`src/rtl/spi_master_cfg.sv`:
```
// spi_master_cfg: configurable SPI master with valid/ready request, all four
// CPOL/CPHA modes, runtime SCLK divider, MSB/LSB-first and one-hot enables.
//
// Ports:
//   clk, rst               system clock, async active-high reset
//   tx_data/tx_valid/tx_ready  request word and handshake
//   cpol, cpha, lsb_first  SPI mode and bit order (latched on accept)
//   clk_div                SCLK half-period = clk_div+1 clk cycles
//   cs_sel                 target slave index
//   rx_data/rx_valid       received word and one-cycle update pulse
//   busy                   transfer in progress
//   SPI_CLK/SPI_MOSI/SPI_MISO/SPI_EN  serial interface
//
// state | meaning
// IDLE  | waiting for request, SPI_CLK follows cpol input
// LEAD  | enable asserted, first bit on MOSI, one half-period
// XFER  | 2*DATA_W SCLK half-periods, shift/sample on edges
// TRAIL | SCLK parked at cpol for one half-period before release
module spi_master_cfg #(
    parameter int DATA_W = 8,
    parameter int DIV_W  = 8,
    parameter int NUM_CS = 1,
    parameter int CS_W   = (NUM_CS > 1) ? $clog2(NUM_CS) : 1
) (
    input  logic              clk,
    input  logic              rst,
    input  logic [DATA_W-1:0] tx_data,
    input  logic              tx_valid,
    output logic              tx_ready,
    input  logic              cpol,
    input  logic              cpha,
    input  logic              lsb_first,
    input  logic [DIV_W-1:0]  clk_div,
    input  logic [CS_W-1:0]   cs_sel,
    output logic [DATA_W-1:0] rx_data,
    output logic              rx_valid,
    output logic              busy,
    output logic              SPI_CLK,
    output logic              SPI_MOSI,
    input  logic              SPI_MISO,
    output logic [NUM_CS-1:0] SPI_EN
);

    localparam int BW = $clog2(DATA_W);
    localparam int EW = $clog2(2 * DATA_W) + 1;
    localparam logic [BW-1:0]    MSB_POS  = BW'(DATA_W - 1);
    localparam logic [BW-1:0]    K_ONE    = BW'(1);
    localparam logic [EW-1:0]    EDGE_ONE = EW'(1);
    localparam logic [EW-1:0]    EDGE_LST = EW'(2 * DATA_W - 1);
    localparam logic [DIV_W-1:0] DIV_ONE  = DIV_W'(1);

    typedef enum logic [1:0] {S_IDLE, S_LEAD, S_XFER, S_TRAIL} state_t;

    state_t              state_q;
    logic [DATA_W-1:0]   tx_q, rx_sh_q, rx_data_q;
    logic                cpol_q, cpha_q, lsb_q;
    logic [DIV_W-1:0]    div_cfg_q, div_q;
    logic [EW-1:0]       edge_q;
    logic [NUM_CS-1:0]   en_q, en_d;
    logic                sclk_q, mosi_q, rx_valid_q, tx_ready_q, busy_q;
    logic [BW-1:0]       k_cur, k_nxt, pos_cur, pos_nxt, pos_first;

    // Position in the word of the k-th bit on the wire.
    function automatic logic [BW-1:0] bit_pos(input logic [BW-1:0] k, input logic lsb);
        return lsb ? k : (MSB_POS - k);
    endfunction

    // Edge pairs: even edge_q = leading edge of bit k, odd = trailing edge.
    assign k_cur     = edge_q[BW:1];
    assign k_nxt     = k_cur + K_ONE;
    assign pos_cur   = bit_pos(k_cur, lsb_q);
    assign pos_nxt   = bit_pos(k_nxt, lsb_q);
    assign pos_first = bit_pos('0, lsb_first);

    // Out-of-range cs_sel decodes to no enable.
    always_comb begin
        en_d = '0;
        for (int i = 0; i < NUM_CS; i++) begin
            if (cs_sel == CS_W'(i)) en_d[i] = 1'b1;
        end
    end

    always_ff @(posedge clk or posedge rst) begin
        if (rst) begin
            state_q    <= S_IDLE;
            tx_q       <= '0;
            rx_sh_q    <= '0;
            rx_data_q  <= '0;
            cpol_q     <= 1'b0;
            cpha_q     <= 1'b0;
            lsb_q      <= 1'b0;
            div_cfg_q  <= '0;
            div_q      <= '0;
            edge_q     <= '0;
            en_q       <= '0;
            sclk_q     <= 1'b0;
            mosi_q     <= 1'b0;
            rx_valid_q <= 1'b0;
            tx_ready_q <= 1'b1;
            busy_q     <= 1'b0;
        end else begin
            rx_valid_q <= 1'b0;
            case (state_q)
                S_IDLE: begin
                    sclk_q <= cpol;
                    mosi_q <= 1'b0;
                    if (tx_valid && tx_ready_q) begin
                        state_q    <= S_LEAD;
                        tx_q       <= tx_data;
                        cpol_q     <= cpol;
                        cpha_q     <= cpha;
                        lsb_q      <= lsb_first;
                        div_cfg_q  <= clk_div;
                        div_q      <= clk_div;
                        edge_q     <= '0;
                        rx_sh_q    <= '0;
                        en_q       <= en_d;
                        mosi_q     <= tx_data[pos_first];
                        tx_ready_q <= 1'b0;
                        busy_q     <= 1'b1;
                    end
                end
                S_LEAD: begin
                    if (div_q == '0) begin
                        div_q   <= div_cfg_q;
                        state_q <= S_XFER;
                    end else begin
                        div_q <= div_q - DIV_ONE;
                    end
                end
                S_XFER: begin
                    if (div_q == '0) begin
                        div_q  <= div_cfg_q;
                        sclk_q <= ~sclk_q;
                        edge_q <= edge_q + EDGE_ONE;
                        if (!edge_q[0]) begin
                            // Leading edge: sample in mode CPHA=0, launch bit k in CPHA=1.
                            if (!cpha_q) rx_sh_q[pos_cur] <= SPI_MISO;
                            else         mosi_q <= tx_q[pos_cur];
                        end else begin
                            if (cpha_q)                   rx_sh_q[pos_cur] <= SPI_MISO;
                            else if (edge_q != EDGE_LST)  mosi_q <= tx_q[pos_nxt];
                        end
                        if (edge_q == EDGE_LST) state_q <= S_TRAIL;
                    end else begin
                        div_q <= div_q - DIV_ONE;
                    end
                end
                S_TRAIL: begin
                    sclk_q <= cpol_q;
                    if (div_q == '0) begin
                        state_q    <= S_IDLE;
                        rx_data_q  <= rx_sh_q;
                        rx_valid_q <= 1'b1;
                        tx_ready_q <= 1'b1;
                        busy_q     <= 1'b0;
                        en_q       <= '0;
                        mosi_q     <= 1'b0;
                    end else begin
                        div_q <= div_q - DIV_ONE;
                    end
                end
                default: state_q <= S_IDLE;
            endcase
        end
    end

    assign tx_ready = tx_ready_q;
    assign busy     = busy_q;
    assign rx_data  = rx_data_q;
    assign rx_valid = rx_valid_q;
    assign SPI_CLK  = sclk_q;
    assign SPI_MOSI = mosi_q;
    assign SPI_EN   = en_q;

endmodule

```
`config.mk`:
```
export PLATFORM = sky130hd
export DESIGN_NAME = spi_master_cfg
export DESIGN_NICKNAME = d
export VERILOG_FILES = /design/src/rtl/spi_master_cfg.sv
export SDC_FILE = /design/constraint.sdc
export NUM_CORES = 1
export LEC_CHECK = 0
export ABC_CLOCK_PERIOD_IN_PS = 2550
export CORE_MARGIN = 2
export CORE_UTILIZATION = 50
export DETAILED_ROUTE_END_ITERATION = 6
export HOLD_SLACK_MARGIN = 0.15
export PLACE_DENSITY = 0.76
export SKIP_CTS_REPAIR_TIMING = 1
export SLEW_MARGIN = 5
export SYNTH_ARGS = -nofsm -noshare
export SYNTH_HDL_FRONTEND = slang
export SYNTH_SLANG_ARGS = --single-unit
```
`constraint.sdc`:
```
create_clock -name clk -period 2.55 [get_ports clk]
set_clock_uncertainty 0.1 [all_clocks]
set_input_delay 0.255 -clock clk [delete_from_list [all_inputs] [get_ports clk]]
set_output_delay 0.255 -clock clk [all_outputs]
set_load 0.05 [all_outputs]
```
==> flow_summary.json <==
{
  "status": "finished, violations left",
  "violations": "design-rule violations",
  "synth_area_sq_mm": 0.00311,
  "fin_crit_ns": 2.43,
  "hold_ws_ns": 0.182,
  "drc_errors": 6,
  "synth_warnings": 0,
  "slowest_delay_ns": 0.49,
  "cts_buffers": 5,
  "yosysUniqueCellTypes": 53,
  "synthCells": 326,
  "finalCritPeriodShare_pct": 95.5,
  "cts_tree": "yes",
  "drive_gt1_share_pct": 16.3,
  "cts.sink_count": 56,
  "clk_path_buf_depth": 2,
  "io_buffers": 37,
  "crit_chain": "inv_1 > ha_4 > or4b_4 > buf_4 > or3_1 > a21oi_2 > nor3_1 > o21ai_0 > o21ai_0",
  "yosysSeqAreaShare_pct": 45.1,
  "crit_type": "reg2reg",
  "initial_core_util_pct": 52.2,
  "grt_pass1_wl_um": 12200,
  "vdd_ir_drop_max_mv": 0.625,
  "first_pass_iters": 7,
  "final_cell_area_sq_mm": 0.00377,
  "hold_viol": 0,
  "core_area_sq_mm": 0.00596,
  "startpoint_type": "register",
  "fp-row-count": 28,
  "hold_class": "in2async",
  "syn_to_final_growth_pct": 21.3,
  "die_x_um": 82.8,
  "setup_violations": 0,
  "relSlewSlack_pct": 63.5,
  "max_freq_ghz": 0.411,
  "fin_ws_ns": 0.116,
  "ys_seq_elements": 56,
  "slowest_stage": "or4b_4",
  "p_leak_uw": 0.00161,
  "root_buffer": "clkbuf_8",
  "gp_congestion": 0.853,
  "synth-edff-count": 0,
  "globalRouteOverflowTotal": 0,
  "synth_async_sr_flop_share_pct": 100,
  "rsz0062_at_grt": "no",
  "die_area_sq_mm": 0.00686,
  "cp.required_ns": 2.65,
  "grt_max_degree": 33,
  "die_h_um": 82.8,
  "critPathCaptureType": "register",
  "drtIter0Drc": 256,
  "worstPathArrival_ns": 2.54,
  "n_antenna_cell": 0,
  "p_total_uw": 4720,
  "max_slew.worst_pin.slew_ns": 0.548,
  "htree_levels": 2,
  "vias_per_cell": 6.07,
  "nNetsFinal": 401,
  "finalWirelength_um": 7130,
  "power_density_mw_per_mm2": 1250,
  "vias": 2694,
  "place_area_sq_mm": 0.00362,
  "cts.clk_slew.worst_paths_ns": 0.10,
  "dpl.hpwl_um": 5040,
  "clkLatencyLatePin_ns": 0.32,
  "maxCapViolCount": 0,
  "dp_slack_ns": 0.0602,
  "setup_tns_ns": 0,
  "fillers": 514,
  "grtUsageTotal_pct": 21.3,
  "antenna_found_initial": 0,
  "grt_pass1_vias": 2613,
  "wl_per_cell_um": 16.1,
  "synthFlopType": "dfrtp_1",
  "crit_path_frequent_cell": "o21ai_0",
  "antenna_left": 0,
  "maxSlewViolCount": 0,
  "avgSynthCellArea_sq_um": 9.53,
  "io_pins": 38,
  "synth_fp_nets": 359,
  "path_max_fanout": 6
}
-- synthesized netlist by cell type, types with 2 or more instances --
master / instances / area share [%]
a221oi_1: 2 / 0.56
or4bb_1: 2 / 0.72
mux2i_1: 7 / 2.3
o22ai_1: 12 / 2.4
o211ai_1: 4 / 0.97
mux2_2: 20 / 7.2
a22oi_1: 8 / 1.9
nand3b_1: 3 / 0.72
dfrtp_1: 55 / 44
ha_1: 9 / 3.6
nand2b_1: 2 / 0.40
nor4_1: 2 / 0.40
or3_1: 4 / 0.81
a21oi_1: 23 / 3.7
nand4b_1: 2 / 0.56
clkbuf_1: 13 / 1.6
or3b_2: 3 / 0.85
inv_1: 22 / 2.7
o21ai_0: 31 / 5.0
buf_1: 2 / 0.24
a32o_1: 2 / 0.64
nand2_1: 21 / 2.5
nor3_1: 6 / 0.97
a22o_1: 3 / 0.85
a211oi_1: 2 / 0.48
o31ai_1: 2 / 0.48
xor2_1: 4 / 1.1
a31oi_1: 2 / 0.40
and2_1: 2 / 0.40
nor2_1: 21 / 2.5
nor2b_1: 4 / 0.81
a311oi_1: 2 / 0.56
nand3_1: 9 / 1.4
-- state kept, by name, summed over array words and instances (netlist names), 2 cells and up --
signal,count
div_cfg_q,8
div_q,8
edge_q,5
rx_data,8
rx_sh_q,8
state_q,2
tx_q,8
-- routing by layer --
metal | up-vias | global-route usage, % | share of wire [%]
met5 | - | 0 | 0
met4 | 0 | 7.90 | 1.6
met3 | 14 | 3.58 | 5.6
met2 | 115 | 32.5 | 46
met1 | 1293 | 30.8 | 47
li1 | 1272 | - | -
-- power by group --
group / switching (uW) / internal, uW
sequential: 316 / 1250
combinational: 1510 / 1120
clock: 304 / 221
total: 2130 / 2590
-- stage by stage --
| step | util (%) | instances |
|---|---|---|
| after floorplan | - | 326 |
| after detailed placement | 60.8 | 435 |
| after CTS | 62.4 | 443 |
| after global placement | 60.8 | 435 |
| final | 63.3 | 444 |
| after global routing | 63.3 | 444 |
-- area by class of cell --
class / instances / area (sq um) / area share [%]
well taps: 75 / 93.8 / 2.49
inverters: 23 / 86.3 / 2.29
flip-flops and latches: 56 / 1400 / 37.2
clock inverters: 2 / 15.0 / 0.398
clock buffers: 6 / 82.6 / 2.19
multi-input cells: 230 / 1590 / 42.3
repair buffers: 52 / 495 / 13.1
-- final timing paths --
kind                            start    endpoint  slack [ns]  cells after the start
max in group asynchronous         rst    tx_ready        1.54                      3
setup reg to reg             div_q[1]    div_q[6]        0.12                      9
hold / removal                    rst    rx_valid        0.18                      2
hold reg to reg            rx_data[4]  rx_data[4]        0.39                      2
min in group clk           rx_data[4]  rx_data[4]        0.39                      2
setup / recovery             div_q[1]    div_q[6]        0.12                      9
-- layout by cell type (no fill, tap or decap), drive strengths merged, types with 3 or more instances in the layout --
| cell type | n |
|---|---|
| a21oi | 24 |
| a22o | 3 |
| a22oi | 8 |
| buf | 15 |
| clkbuf | 6 |
| clkdlybuf4s50 | 37 |
| dfrtp | 55 |
| ha | 9 |
| inv | 22 |
| mux2 | 21 |
| mux2i | 7 |
| nand2 | 21 |
| nand3 | 9 |
| nand3b | 3 |
| nor2 | 22 |
| nor2b | 4 |
| nor3 | 7 |
| o211ai | 4 |
| o21ai | 32 |
| o22ai | 12 |
| or3 | 4 |
| or3b | 3 |
| xor2 | 4 |
-- cell families (layout without fill, tap and decap cells) --
family / after synthesis / count (layout) / synth area share (%)
flops: 56 / 56 / 45.1
compound gates: 98 / 98 / 19.6
simple gates: 89 / 90 / 15.1
xor+xnor: 5 / 5 / 1.41
buf+inv: 41 / 83 / 5.28
mux: 28 / 28 / 9.87
fa+ha+maj: 9 / 9 / 3.62
-- worst max-delay path: cells and delay by family (launching register included) --
kind,cells,cell delay [ns]
AO/OA/AOI/OAI,3,0.38
AND/OR/NAND/NOR,3,0.91
adder cells (fa/ha/maj),1,0.18
buffers and inverters,2,0.33
flip-flops,1,0.41
Power figures use the tool's default switching activity.
